===== src/rtl/alu_result_stage_pkg.sv =====
// Shared CPU definitions for the execute->writeback path: widths, ALU opcodes,
// and the buffered result entry format.
package cpu_pkg;

  localparam int DATA_W  = 8;
  localparam int OVF_W   = 2;
  localparam int RADDR_W = 3;

  typedef enum logic [2:0] {
    OP_AND = 3'd0,
    OP_XOR = 3'd1,
    OP_SHL = 3'd2,
    OP_SHR = 3'd3,
    OP_ADD = 3'd4
  } alu_op_e;

  typedef struct packed {
    logic [DATA_W-1:0]  result;
    logic [OVF_W-1:0]   ovf;
    logic               zf;
    logic [RADDR_W-1:0] rd;
    logic               we;
    logic               setf;
  } res_entry_t;

  // Encodings above OP_ADD are reserved and must not write architectural state.
  function automatic logic op_is_valid(input logic [2:0] op);
    return op <= 3'(OP_ADD);
  endfunction

endpackage


===== src/rtl/alu_result_stage_if.sv =====
// Handshake bundle between the ALU (producer), the result stage, and the
// register-file write port (consumer).
interface alu_result_stage_if;
  import cpu_pkg::*;

  logic               in_valid;
  logic               in_ready;
  logic [2:0]         in_op;
  logic [DATA_W-1:0]  in_result;
  logic [OVF_W-1:0]   in_ovf;
  logic               in_zf;
  logic [RADDR_W-1:0] in_rd;
  logic               in_we;
  logic               in_setf;

  logic               out_valid;
  logic               out_ready;
  logic [DATA_W-1:0]  out_result;
  logic [RADDR_W-1:0] out_rd;
  logic               out_we;

  modport master (
    output in_valid, in_op, in_result, in_ovf, in_zf, in_rd, in_we, in_setf, out_ready,
    input  in_ready, out_valid, out_result, out_rd, out_we
  );

  modport slave (
    input  in_valid, in_op, in_result, in_ovf, in_zf, in_rd, in_we, in_setf, out_ready,
    output in_ready, out_valid, out_result, out_rd, out_we
  );

endinterface


===== src/rtl/result_fifo2.sv =====
// Two-entry in-order result buffer with synchronous flush and a youngest-writer
// forwarding select. push/pop arrive already qualified by the caller.
module result_fifo2
  import cpu_pkg::*;
(
  input  logic               clk,
  input  logic               rst_n,
  input  logic               flush,
  input  logic               push,
  input  logic               pop,
  input  res_entry_t         wr_entry,
  output res_entry_t         head_entry,
  output logic [1:0]         count,
  output logic               fwd_valid,
  output logic [RADDR_W-1:0] fwd_rd,
  output logic [DATA_W-1:0]  fwd_data
);

  res_entry_t mem [2];
  logic       head_ptr;
  logic       tail_ptr;

  always_ff @(posedge clk or negedge rst_n) begin
    if (!rst_n) begin
      mem[0]   <= '0;
      mem[1]   <= '0;
      head_ptr <= 1'b0;
      tail_ptr <= 1'b0;
      count    <= 2'd0;
    end else if (flush) begin
      head_ptr <= 1'b0;
      tail_ptr <= 1'b0;
      count    <= 2'd0;
    end else begin
      if (push) begin
        mem[tail_ptr] <= wr_entry;
        tail_ptr      <= ~tail_ptr;
      end
      if (pop) begin
        head_ptr <= ~head_ptr;
      end
      count <= count + {1'b0, push} - {1'b0, pop};
    end
  end

  assign head_entry = mem[head_ptr];

  // The youngest entry sits just behind tail; with one entry that is also the head.
  always_comb begin
    fwd_valid = 1'b0;
    fwd_rd    = mem[~tail_ptr].rd;
    fwd_data  = mem[~tail_ptr].result;
    if (count != 2'd0 && mem[~tail_ptr].we) begin
      fwd_valid = 1'b1;
    end else if (count == 2'd2 && mem[head_ptr].we) begin
      fwd_valid = 1'b1;
      fwd_rd    = mem[head_ptr].rd;
      fwd_data  = mem[head_ptr].result;
    end
  end

endmodule


===== src/rtl/alu_result_stage.sv =====
// Execute->writeback stage: buffers ALU results, retires them to the register
// file in order, and owns the architectural ZF/OVERFLOW flag register.
module alu_result_stage
  import cpu_pkg::*;
(
  input  logic               clk,
  input  logic               rst_n,
  input  logic               flush,
  alu_result_stage_if.slave  bus,
  output logic               flag_zf,
  output logic [OVF_W-1:0]   flag_ovf,
  output logic               fwd_valid,
  output logic [RADDR_W-1:0] fwd_rd,
  output logic [DATA_W-1:0]  fwd_data,
  output logic               op_err
);

  logic [1:0] count;
  logic       push;
  logic       pop;
  logic       op_ok;
  res_entry_t wr_entry;
  res_entry_t head_entry;

  assign bus.in_ready  = (count != 2'd2);
  assign bus.out_valid = (count != 2'd0);

  // Flush wins over both sides, so neither a push nor a flag retire happens that cycle.
  assign push  = bus.in_valid & bus.in_ready & ~flush;
  assign pop   = bus.out_valid & bus.out_ready & ~flush;
  assign op_ok = op_is_valid(bus.in_op);

  always_comb begin
    wr_entry.result = bus.in_result;
    wr_entry.ovf    = bus.in_ovf;
    wr_entry.zf     = bus.in_zf;
    wr_entry.rd     = bus.in_rd;
    wr_entry.we     = bus.in_we & op_ok;
    wr_entry.setf   = bus.in_setf & op_ok;
  end

  result_fifo2 u_fifo (
    .clk        (clk),
    .rst_n      (rst_n),
    .flush      (flush),
    .push       (push),
    .pop        (pop),
    .wr_entry   (wr_entry),
    .head_entry (head_entry),
    .count      (count),
    .fwd_valid  (fwd_valid),
    .fwd_rd     (fwd_rd),
    .fwd_data   (fwd_data)
  );

  assign bus.out_result = head_entry.result;
  assign bus.out_rd     = head_entry.rd;
  assign bus.out_we     = bus.out_valid & head_entry.we;

  // Flags follow retirement, and op_err is sticky until reset.
  always_ff @(posedge clk or negedge rst_n) begin
    if (!rst_n) begin
      flag_zf  <= 1'b0;
      flag_ovf <= '0;
      op_err   <= 1'b0;
    end else begin
      if (pop && head_entry.setf) begin
        flag_zf  <= head_entry.zf;
        flag_ovf <= head_entry.ovf;
      end
      if (push && !op_ok) begin
        op_err <= 1'b1;
      end
    end
  end

endmodule


===== src/flat_wrapper.sv =====
// flat-port wrapper written by rule: the top's interface ports become plain ports
module alu_result_stage_flat import cpu_pkg::*;
  (clk, rst_n, flush, flag_zf, flag_ovf, fwd_valid, fwd_rd, fwd_data, op_err, bus_in_valid, bus_in_op, bus_in_result, bus_in_ovf, bus_in_zf, bus_in_rd, bus_in_we, bus_in_setf, bus_out_ready, bus_in_ready, bus_out_valid, bus_out_result, bus_out_rd, bus_out_we);
  alu_result_stage_if bus_i ();
  input  logic clk;
  input  logic rst_n;
  input  logic flush;
  output logic flag_zf;
  output logic [OVF_W-1:0] flag_ovf;
  output logic fwd_valid;
  output logic [RADDR_W-1:0] fwd_rd;
  output logic [DATA_W-1:0] fwd_data;
  output logic op_err;
  input wire logic [$bits(bus_i.in_valid)-1:0] bus_in_valid;
  input wire logic [$bits(bus_i.in_op)-1:0] bus_in_op;
  input wire logic [$bits(bus_i.in_result)-1:0] bus_in_result;
  input wire logic [$bits(bus_i.in_ovf)-1:0] bus_in_ovf;
  input wire logic [$bits(bus_i.in_zf)-1:0] bus_in_zf;
  input wire logic [$bits(bus_i.in_rd)-1:0] bus_in_rd;
  input wire logic [$bits(bus_i.in_we)-1:0] bus_in_we;
  input wire logic [$bits(bus_i.in_setf)-1:0] bus_in_setf;
  input wire logic [$bits(bus_i.out_ready)-1:0] bus_out_ready;
  output wire logic [$bits(bus_i.in_ready)-1:0] bus_in_ready;
  output wire logic [$bits(bus_i.out_valid)-1:0] bus_out_valid;
  output wire logic [$bits(bus_i.out_result)-1:0] bus_out_result;
  output wire logic [$bits(bus_i.out_rd)-1:0] bus_out_rd;
  output wire logic [$bits(bus_i.out_we)-1:0] bus_out_we;
  assign bus_i.in_valid = bus_in_valid;
  assign bus_i.in_op = bus_in_op;
  assign bus_i.in_result = bus_in_result;
  assign bus_i.in_ovf = bus_in_ovf;
  assign bus_i.in_zf = bus_in_zf;
  assign bus_i.in_rd = bus_in_rd;
  assign bus_i.in_we = bus_in_we;
  assign bus_i.in_setf = bus_in_setf;
  assign bus_i.out_ready = bus_out_ready;
  assign bus_in_ready = bus_i.in_ready;
  assign bus_out_valid = bus_i.out_valid;
  assign bus_out_result = bus_i.out_result;
  assign bus_out_rd = bus_i.out_rd;
  assign bus_out_we = bus_i.out_we;
  alu_result_stage u_core (.clk(clk), .rst_n(rst_n), .flush(flush), .bus(bus_i), .flag_zf(flag_zf), .flag_ovf(flag_ovf), .fwd_valid(fwd_valid), .fwd_rd(fwd_rd), .fwd_data(fwd_data), .op_err(op_err));
endmodule

===== config.mk =====
export PLATFORM = sky130hd
export DESIGN_NAME = alu_result_stage_flat
export DESIGN_NICKNAME = d
export VERILOG_FILES = /design/src/rtl/alu_result_stage_pkg.sv /design/src/rtl/alu_result_stage_if.sv /design/src/rtl/result_fifo2.sv /design/src/rtl/alu_result_stage.sv /design/src/flat_wrapper.sv
export SDC_FILE = /design/constraint.sdc
export NUM_CORES = 1
export LEC_CHECK = 0
export ABC_AREA = 1
export BUFFER_PORTS_ARGS = -buffer_cell sky130_fd_sc_hd__buf_2
export CAP_MARGIN = 20
export CORE_UTILIZATION = 54
export CTS_CLUSTER_DIAMETER = 100
export DETAILED_ROUTE_END_ITERATION = 8
export PLACE_DENSITY = 0.86
export REMOVE_ABC_BUFFERS = 1
export SYNTH_ARGS = -nofsm -noshare
export SYNTH_HDL_FRONTEND = slang
export SYNTH_HIERARCHICAL = 1
export SYNTH_SLANG_ARGS = --single-unit

===== constraint.sdc =====
create_clock -name clk -period 2.25 [get_ports clk]
set_clock_uncertainty 0.05 [all_clocks]
set_input_delay 0.1125 -clock clk [delete_from_list [all_inputs] [get_ports clk]]
set_output_delay 0.1125 -clock clk [all_outputs]
set_load 0.01 [all_outputs]

==> results of run 1 <==
==> path summary, 6_finish.rpt <==
check,end,slack (ns),cells past startpoint
hold reg to reg,u_core/flag_zf,0.43,2
setup / recovery,fwd_data[1],0.33,7
hold / removal,u_core/u_fifo/mem[22],0.02,3
min in group asynchronous,u_core/u_fifo/mem[5],0.44,2
setup reg to reg,u_core/u_fifo/count[1],0.55,7
max in group asynchronous,u_core/u_fifo/mem[17],1.16,2
==> kinds of logic (layout without fill, tap and decap cells) <==
kind of cell | count (synthesis) | in the layout
compound gates | 60 | 60
fa+ha+maj | 2 | 2
buf+inv | 61 | 112
flops | 40 | 40
simple gates | 145 | 145
==> cells in the mapped netlist <==
cell type,count,area share
o21ai_0,36,0.077
nor2_1,7,0.011
clkinv_2,1,0.0021
a21oi_1,3,0.0065
nand2_1,108,0.17
nand3_1,17,0.037
nand2_4,3,0.015
clkbuf_1,2,0.0032
ha_1,2,0.011
inv_1,41,0.066
nand3_2,2,0.0086
o21ai_1,9,0.019
dfrtp_1,40,0.43
o21a_1,1,0.0032
nand2_2,2,0.0054
o21ai_2,11,0.041
nor2_4,3,0.015
nand3_4,2,0.015
inv_8,1,0.0048
inv_2,3,0.0048
buf_4,1,0.0032
or2_2,1,0.0027
buf_6,5,0.024
buf_2,6,0.013
buf_8,1,0.0065
==> flip-flops by register name, indices dropped and copies added, names as in the netlist <==
| name | count |
|---|---|
| u_core/op_err | 1 |
| u_core/u_fifo/mem | 32 |
| u_core/flag_zf | 1 |
| u_core/u_fifo/head_ptr | 1 |
| u_core/u_fifo/tail_ptr | 1 |
| u_core/u_fifo/count | 2 |
| u_core/flag_ovf | 2 |
==> layout make-up <==
cell class | instances | area (um^2) | area share
clock inverters | 1 | 8.76 | 0.00329
flip-flops and latches | 40 | 1000 | 0.376
inverters | 46 | 181 | 0.0681
well taps | 50 | 62.6 | 0.0235
clock buffers | 7 | 76.3 | 0.0286
repair buffers | 58 | 308 | 0.115
multi-input cells | 207 | 1030 | 0.385
==> through the flow <==
step           setup slack [ns]  utilization  power [W]  hold WS, ns
2_1_floorplan             0.480            -    0.00163       -0.233
3_3_place_gp              0.617        0.631    0.00191        0.225
3_5_place_dp              0.564        0.631    0.00195        0.233
4_1_cts                   0.340        0.657    0.00241       0.0197
5_1_grt                   0.199        0.657    0.00257       0.0370
6_report                  0.334        0.657    0.00239       0.0244
==> worst min-delay path, cell delays in order <==
cell	delay, ns
buf_2	0.09
inv_1	0.05
o21ai_1	0.06
==> metal layers <==
layer / track usage / vias to the layer above / wire length [um]
li1: - / 1062 / -
met1: 0.284 / 963 / 2150
met2: 0.379 / 46 / 2450
met3: 0.0439 / 7 / 201
met4: 0.0745 / 0 / 48
met5: 0 / - / 0
==> what timing repair did <==
action                                 4_1_cts  5_1_grt
endpoints found under the hold margin       41        0
hold buffers                                 2        0
buffers inserted                             0        0
==> power by group <==
group          internal, W  leakage, nW  switching (W)
sequential        0.000911        0.512       0.000134
combinational     0.000351        0.901       0.000539
clock             0.000221       0.0424       0.000236
==> cells in the final DEF (no fill, tap or decap), types with 3 or more instances in the layout <==
cell type	netlist	routed
clkbuf_8	0	5
nand2_1	108	108
buf_4	1	3
inv_1	41	41
o21ai_1	9	9
buf_2	6	53
dfrtp_1	40	40
nor2_4	3	3
inv_2	3	3
nand2_4	3	3
o21ai_2	11	11
nor2_1	7	7
a21oi_1	3	3
nand3_1	17	17
o21ai_0	36	36
==> impl_metrics.py, run 1 <==
metrics = {
    "clock_tree": {
        "path_clk_slew_ns": 0.07,
        "cts-buffers-inserted": 5,
        "cts_sinks": 40,
        "clock_tree.root_cell": "clkbuf_8",
        "cts_buffer_depth": 2,
        "cts_tree": "built",
        "ctsHtreeMaxLevel": 2,
        "clk_latency_ns": 0.28,
        "post_cts_resized": 0,
    },
    "floorplan": {
        "die_x_um": 67.6,
        "num_rows": 23,
        "ioPinCount": 54,
        "dieArea_um2": 4570,
        "coreArea_um2": 4060,
        "initial_core_util": 0.573,
        "dieHeight_um": 67.6,
    },
    "cells_and_area": {
        "syn2layout_area_growth_pct": 14.6,
        "nNetsFinal": 384,
        "antenna_cells": 0,
        "post-route-cell-area_um2": 2670,
        "drive_above_1_share": 0.253,
        "finalNonFillerCells": 409,
        "n_fill_cell": 355,
    },
    "power_and_ir_drop": {
        "power_density_nw_per_um2": 898,
        "p_leak_nw": 1.46,
        "ir_worst_vdd_v": 0.000605,
    },
    "critical_path": {
        "cp_max_fo": 28,
        "cpPeakStageDelay_ns": 0.59,
        "cp.required_ns": 2.09,
        "crit_chain": "inv_8 -> nand2_4 -> nand2_2 -> nor2_4 -> nand3_1 -> nand2_1 -> buf_2",
        "critPathCaptureType": "output pin",
        "crit_buf_inv": 2,
        "startpoint_type": "flip-flop",
        "critical_path.top_delay_family": "simple AND/OR/NAND/NOR gates",
        "cpMaxStageDelayCell": "dfrtp_1",
        "critical_path.startpoint": "u_core/u_fifo/head_ptr",
        "reg2reg_from": "u_core/u_fifo/count[0]",
        "worstSetupPathType": "flip-flop to output pin",
        "cp.arrival_ns": 1.75,
    },
    "timing": {
        "fin_setup_tns_ns": 0,
        "layout_min_cycle_time_ns": 1.92,
        "hold_viol": 0,
        "maxSlewViolCount": 0,
        "min_period_over_period": 0.852,
        "setup_viol": 0,
        "slew_headroom": 0.414,
        "rsz0062_at_grt": "false",
        "worst_slew_pin_slew_ns": 0.879,
        "fmax_mhz": 522,
    },
    "run_status": {
        "status": "finished, final reports clean",
    },
    "job": {
        "maxCapViolCount": 0,
    },
    "detailed_routing": {
        "ant_nets": 0,
        "wirelength_mm": 4.85,
        "viasPerCell": 5.08,
        "vias": 2078,
        "wl_per_cell_um": 11.9,
        "dr.pass1.iters": 4,
        "drtIter0Drc": 170,
        "drc_errors": 0,
    },
    "logic_synthesis": {
        "synthMuxAreaShare": 0,
        "ys_warn_count": 6,
        "synth_cell_type_count": 25,
        "syn_area_um2": 2330,
        "synth_seq_cells": 40,
        "synthSimpleGateAreaFrac": 0.283,
        "synthXorXnorAreaFrac": 0,
        "synth_top_family_by_area": "simple AND/OR/NAND/NOR gates",
        "synth-compound-area-share": 0.148,
        "synth_cells": 308,
        "seq_area_frac_synth": 0.430,
        "synth_fa_ha_area_frac": 0.0108,
        "avgSynthCellArea_um2": 7.55,
    },
    "global_route": {
        "grt_overflow": 0,
        "grt_pass1_wl_mm": 7.73,
        "antenna_found_initial": 0,
        "gr-usage-all-layers": 0.224,
        "grt_max_degree": 41,
        "grt_pass1_vias": 1911,
    },
    "placed_design": {
        "hpwl_mm": 3.44,
        "placed_cells": 399,
        "io_buffer_count": 53,
        "place_area_um2": 2560,
        "gp_congestion": 0.772,
    },
    "min_path": {
        "min_path_type": "primary input to flip-flop",
        "worstHoldStart": "bus_in_ovf[0]",
    },
}
Power figures use the tool's default switching activity.
==> inputs of run 2 (changes only) <==
--- a/config.mk
+++ b/config.mk
@@ -8,10 +8,10 @@
 export ABC_AREA = 1
 export BUFFER_PORTS_ARGS = -buffer_cell sky130_fd_sc_hd__buf_2
 export CAP_MARGIN = 20
-export CORE_UTILIZATION = 54
+export CORE_UTILIZATION = 47
 export CTS_CLUSTER_DIAMETER = 100
 export DETAILED_ROUTE_END_ITERATION = 8
-export PLACE_DENSITY = 0.86
+export PLACE_DENSITY = 0.77
 export REMOVE_ABC_BUFFERS = 1
 export SYNTH_ARGS = -nofsm -noshare
 export SYNTH_HDL_FRONTEND = slang
==> run 2 against run 1 <==
Compared with the run above:
- via count shrank 1.1%
- final area is 0.85% higher
- non-clock buffer count fell by 2
- critical path type unchanged
- critical endpoint is now fwd_data[5]
- largest power group unchanged
==> impl_metrics.py, run 2 (synthesis results as in run 1) <==
metrics = {
    "power_and_ir_drop": {
        "ir_worst_vdd_v": 0.000371,
        "sequentialPowerShare": 0.433,
        "switching_share": 0.374,
        "p_int_w": 0.00151,
        "p_leak_nw": 1.45,
        "power_density_nw_per_um2": 898,
        "p_switching_w": 0.000902,
        "clkPwrFrac": 0.199,
        "p_comb_frac": 0.367,
    },
    "clock_tree": {
        "cts-buffers-inserted": 5,
        "cts_buffer_depth": 2,
        "path_clk_slew_ns": 0.07,
        "cts_tree": "built",
        "clock_tree.root_cell": "clkbuf_8",
        "clk_latency_ns": 0.29,
        "cts_sinks": 40,
        "cts_setup_buffers": 0,
        "ctsHtreeMaxLevel": 2,
    },
    "timing": {
        "slew_headroom": 0.416,
        "worst_slew_pin_slew_ns": 0.875,
        "min_period_over_period": 0.876,
        "fin_setup_tns_ns": 0,
        "rsz0062_at_grt": "false",
        "hold_viol": 0,
        "layout_min_cycle_time_ns": 1.97,
        "fmax_mhz": 507,
        "setup_viol": 0,
        "maxSlewViolCount": 0,
    },
    "global_route": {
        "grt_max_degree": 41,
        "grt_pass1_vias": 1934,
        "grt_pass1_wl_mm": 8.44,
        "gr-usage-all-layers": 0.209,
        "antenna_found_initial": 0,
        "grt_overflow": 0,
    },
    "cells_and_area": {
        "largest_register_ffs": 32,
        "reg.largest.list": "u_core/u_fifo/mem x32, u_core/flag_ovf x2, u_core/u_fifo/count x2",
        "final_util": 0.565,
        "top_register": "u_core/u_fifo/mem",
        "layout_commonest_cell": "nand2_1",
        "drive_above_1_share": 0.252,
        "layout_common_cells": "nand2_1, buf_2, inv_1, dfrtp_1, o21ai_0",
        "antenna_cells": 0,
        "syn2layout_area_growth_pct": 15.5,
        "nNetsFinal": 382,
    },
    "floorplan": {
        "ioPinCount": 54,
        "coreArea_um2": 4750,
        "num_rows": 25,
        "dieArea_um2": 5230,
        "die_x_um": 72.4,
        "dieHeight_um": 72.4,
        "initial_core_util": 0.489,
    },
    "critical_path": {
        "cp_max_fo": 28,
        "cpPeakStageDelay_ns": 0.60,
        "cp.required_ns": 2.09,
        "crit_buf_inv": 2,
        "rrSetupSlack_ns": 0.36,
        "crit_chain": "inv_8 -> nand2_4 -> nand2_2 -> nor2_4 -> nand3_1 -> nand2_1 -> buf_2",
        "r2r_end": "u_core/u_fifo/count[1]",
        "reg2reg_from": "u_core/u_fifo/count[0]",
        "cpMaxStageDelayCell": "dfrtp_1",
        "startpoint_type": "flip-flop",
        "critPathCaptureType": "output pin",
        "rr_worst_depth": 7,
        "cp.arrival_ns": 1.81,
        "critical_path.top_delay_family": "simple AND/OR/NAND/NOR gates",
        "worstSetupPathType": "flip-flop to output pin",
    },
    "detailed_routing": {
        "wl_per_cell_um": 11.5,
        "drtIter0Drc": 114,
        "dr.pass1.iters": 5,
        "ant_nets": 0,
        "vias": 2056,
        "drc_errors": 0,
        "wirelength_mm": 4.86,
        "viasPerCell": 4.85,
    },
    "run_status": {
        "status": "finished, final reports clean",
    },
    "min_path": {
        "worstHoldStart": "bus_in_ovf[1]",
        "hold_path_depth": 3,
        "min_path_type": "primary input to flip-flop",
        "worstHoldEndpoint": "u_core/u_fifo/mem[23]",
    },
    "job": {
        "maxCapViolCount": 0,
    },
    "placed_design": {
        "gp_congestion": 0.792,
        "hpwl_mm": 3.43,
        "io_buffer_count": 53,
    },
}
## run 2: changes by cell type in the layout (fill, tap and decap cells not counted), sizes merged
cell    delta
buf        -2
clkbuf     +1
clkinv     -1
## run 2: final cells by class
cell class | count | area [um^2]
multi-input cells | 207 | 1040
repair buffers | 56 | 293
well taps | 67 | 83.8
inverters | 46 | 181
fillers | 464 | 2070
flip-flops and latches | 40 | 1000
clock buffers | 8 | 90.1
## run 2: stage by stage
| stage | setup WS, ns | total power, W | instances | hold WS (ns) | area (um^2) |
|---|---|---|---|---|---|
| CTS | 0.156 | 0.00243 | 424 | 0.0146 | 2680 |
| detailed placement | 0.213 | 0.00194 | 414 | 0.231 | 2570 |
| global placement | 0.376 | 0.00190 | 414 | 0.220 | 2570 |
| floorplan | 0.480 | 0.00163 | 293 | -0.233 | 2210 |
| global route | 0.141 | 0.00263 | 424 | 0.0241 | 2690 |
| finish | 0.279 | 0.00241 | 424 | 0.0256 | 2690 |
## run 2: worst min-delay path, delay by kind of cell
family / cells / cell delay (ns)
buf+inv: 2 / 0.14
compound gates: 1 / 0.06
## run 2: worst max-delay path by stage
| stage | end | cells after the start | start | slack, ns |
|---|---|---|---|---|
| after floorplan | u_core/u_fifo/count[1] | 7 | u_core/u_fifo/count[0] | 0.48 |
| after CTS | u_core/u_fifo/mem[5] | 7 | flush | 0.16 |
| after detailed placement | u_core/u_fifo/mem[5] | 4 | u_core/u_fifo/count[0] | 0.21 |
| after global placement | u_core/u_fifo/mem[12] | 4 | u_core/u_fifo/count[0] | 0.38 |
| final | fwd_data[5] | 7 | u_core/u_fifo/head_ptr | 0.28 |
| after global routing | fwd_data[5] | 7 | u_core/u_fifo/head_ptr | 0.14 |
## run 2: power by group through the flow
stage	logic, W	registers (W)	clock network, W
floorplan	0.000588	0.00104	0
global placement	0.000853	0.00105	0
detailed placement	0.000888	0.00106	0
CTS	0.000893	0.00104	0.000497
global route	0.00102	0.00107	0.000533
finish	0.000886	0.00105	0.000481
## run 2: routing by layer
metal,global-route usage,vias to the layer above,part of all wire,wire length [um]
met4,0.0654,0,0.018,88
met1,0.258,938,0.45,2190
met2,0.364,50,0.48,2360
met3,0.0458,12,0.046,226
met5,0,-,0,0
li1,-,1056,-,-
## run 2: what timing repair did
item                       in CTS  in global routing
setup endpoints to repair       0                 15
gates resized for setup         0                  2
hold buffers                    2                  0
hold endpoints to repair       41                  0
==> inputs of run 3 (changes only) <==
--- a/config.mk
+++ b/config.mk
@@ -8,10 +8,12 @@
 export ABC_AREA = 1
 export BUFFER_PORTS_ARGS = -buffer_cell sky130_fd_sc_hd__buf_2
 export CAP_MARGIN = 20
-export CORE_UTILIZATION = 47
+export CORE_UTILIZATION = 50
 export CTS_CLUSTER_DIAMETER = 100
 export DETAILED_ROUTE_END_ITERATION = 8
-export PLACE_DENSITY = 0.77
+export GPL_TIMING_DRIVEN = 0
+export PLACE_DENSITY = 0.81
+export RECOVER_POWER = 25
 export REMOVE_ABC_BUFFERS = 1
 export SYNTH_ARGS = -nofsm -noshare
 export SYNTH_HDL_FRONTEND = slang
==> run 3 against run 2 <==
Compared with the run above:
- via count down 0.54%
- sequential share of layout area rose by 0.65 points
- power is 2.5% lower
- cell count is 4.0% lower
- flip-flop and latch count did not move
- maximum frequency is 2.2% lower
- worst setup slack worse by 0.045 ns
- non-clock buffer count fell by 1
- final area shrank 1.6%
- critical path depth shrank 1
==> impl_metrics.py, run 3 (synthesis results as in run 1) <==
metrics = {
    "timing": {
        "slew_headroom": 0.350,
        "rsz0062_at_grt": "false",
        "min_period_over_period": 0.896,
        "worst_slack_ns": 0.234,
        "layout_min_cycle_time_ns": 2.02,
        "hold_viol": 0,
        "maxSlewViolCount": 0,
        "fmax_mhz": 496,
        "fin_setup_tns_ns": 0,
        "setup_viol": 0,
        "worst_slew_pin_slew_ns": 0.975,
    },
    "cells_and_area": {
        "layout_common_cells": "nand2_1, buf_2, inv_1, dfrtp_1, o21ai_0",
        "largest_register_ffs": 32,
        "drive_above_1_share": 0.242,
        "post-route-cell-area_um2": 2650,
        "finalNonFillerCells": 407,
        "layout_commonest_cell": "nand2_1",
        "antenna_cells": 0,
        "top_register": "u_core/u_fifo/mem",
        "syn2layout_area_growth_pct": 13.7,
        "nNetsFinal": 381,
        "n_fill_cell": 442,
        "reg.largest.list": "u_core/u_fifo/mem x32, u_core/flag_ovf x2, u_core/u_fifo/count x2",
    },
    "detailed_routing": {
        "wl_per_cell_um": 11.5,
        "ant_nets": 0,
        "drtIter0Drc": 125,
        "m1WireLength_mm": 2.06,
        "viasPerCell": 5.02,
        "vias": 2045,
        "wl_met3_um": 221,
        "wl_met2_mm": 2.33,
        "drc_errors": 0,
        "dr.pass1.iters": 4,
        "highest_layer": "met4",
        "wirelength_mm": 4.68,
    },
    "clock_tree": {
        "path_clk_slew_ns": 0.07,
        "cts-buffers-inserted": 5,
        "ctsHtreeMaxLevel": 2,
        "cts_sinks": 40,
        "cts_setup_buffers": 0,
        "clock_tree.root_cell": "clkbuf_8",
        "clk_latency_ns": 0.28,
        "cts_tree": "built",
        "cts_buffer_depth": 2,
    },
    "power_and_ir_drop": {
        "p_int_w": 0.00146,
        "ir_worst_vdd_v": 0.000380,
        "switching_share": 0.378,
        "sequentialPowerShare": 0.447,
        "p_switching_w": 0.000890,
        "p_leak_nw": 1.42,
        "clkPwrFrac": 0.186,
        "p_comb_frac": 0.367,
        "power_density_nw_per_um2": 890,
        "total_power_w": 0.00235,
    },
    "critical_path": {
        "cp.required_ns": 2.09,
        "cp_max_fo": 26,
        "worstSetupPathType": "flip-flop to output pin",
        "critical_path.startpoint": "u_core/u_fifo/tail_ptr",
        "startpoint_type": "flip-flop",
        "critPathCaptureType": "output pin",
        "cp.arrival_ns": 1.85,
        "reg2reg_from": "u_core/u_fifo/count[0]",
    },
    "placed_design": {
        "io_buffer_count": 53,
        "hpwl_mm": 3.27,
        "placed_cells": 398,
        "gp_congestion": 0.767,
        "place_ws_ns": 0.142,
        "place_area_um2": 2540,
    },
    "global_route": {
        "grt_pass1_wl_mm": 8.02,
        "gr-usage-all-layers": 0.208,
        "antenna_found_initial": 0,
        "grt_pass1_vias": 1872,
        "grt_max_degree": 41,
        "grt_overflow": 0,
    },
    "floorplan": {
        "dieArea_um2": 4930,
        "dieHeight_um": 70.2,
        "die_x_um": 70.2,
        "coreArea_um2": 4410,
        "initial_core_util": 0.527,
        "num_rows": 24,
        "ioPinCount": 54,
    },
    "job": {
        "maxCapViolCount": 0,
    },
    "min_path": {
        "worstHoldStart": "bus_in_ovf[0]",
        "min_path_type": "primary input to flip-flop",
    },
    "run_status": {
        "status": "finished, final reports clean",
    },
}
run 3: changes by cell type in the layout (fill, tap and decap cells not counted):
cell      change
clkbuf_1      +3
buf_2         -5
clkbuf_2      +1
buf_4         -1
dfrtp_2       +1
clkinv_2      +1
clkbuf_8      -1
dfrtp_1       -1
run 3: final cells by class:
cell class | count | area [um^2] | area share
clock inverters | 1 | 5.00 | 0.00189
repair buffers | 55 | 280 | 0.106
multi-input cells | 207 | 1040 | 0.393
inverters | 46 | 181 | 0.0686
well taps | 52 | 65.1 | 0.0246
flip-flops and latches | 40 | 1000 | 0.379
clock buffers | 6 | 72.6 | 0.0274
run 3: power by group through the flow:
stage | logic [W] | clock network, W | registers, W
floorplan | 0.000588 | 0 | 0.00104
global placement | 0.000840 | 0 | 0.00105
detailed placement | 0.000870 | 0 | 0.00106
CTS | 0.000874 | 0.000451 | 0.00105
global route | 0.000978 | 0.000485 | 0.00108
finish | 0.000863 | 0.000437 | 0.00105
run 3: through the flow:
step	hold WS, ns	util
2_1_floorplan	-0.233	-
3_3_place_gp	0.219	0.575
3_5_place_dp	0.236	0.575
4_1_cts	0.0156	0.598
5_1_grt	0.0278	0.599
6_report	0.0261	0.599
run 3: final timing paths:
path | to | cells past startpoint | slack [ns]
setup / recovery | fwd_rd[1] | 6 | 0.23
max in group asynchronous | u_core/u_fifo/tail_ptr | 2 | 1.02
hold / removal | u_core/u_fifo/mem[22] | 3 | 0.03
min in group asynchronous | u_core/u_fifo/mem[23] | 2 | 0.46
hold reg to reg | u_core/op_err | 2 | 0.42
setup reg to reg | u_core/u_fifo/count[1] | 7 | 0.31
run 3: critical path: stages (launching register included):
cell      delay (ns)
dfrtp_2         0.66
clkinv_2        0.17
nand2_2         0.10
nand3_2         0.24
nand3_1         0.18
nand2_1         0.07
buf_2           0.14
run 3: timing repair:
| action | CTS | global route |
|---|---|---|
| resized for setup | 1 | 2 |
| hold buffers | 2 | 0 |
| endpoints found under the hold margin | 41 | 0 |
| endpoints found under the setup margin | 11 | 18 |
| cloned | 0 | 0 |
run 3: per-layer routing:
layer / vias to the layer above / track usage
met5: - / 0
met4: 0 / 0.0844
met3: 6 / 0.0404
met2: 53 / 0.370
met1: 933 / 0.245
li1: 1053 / -
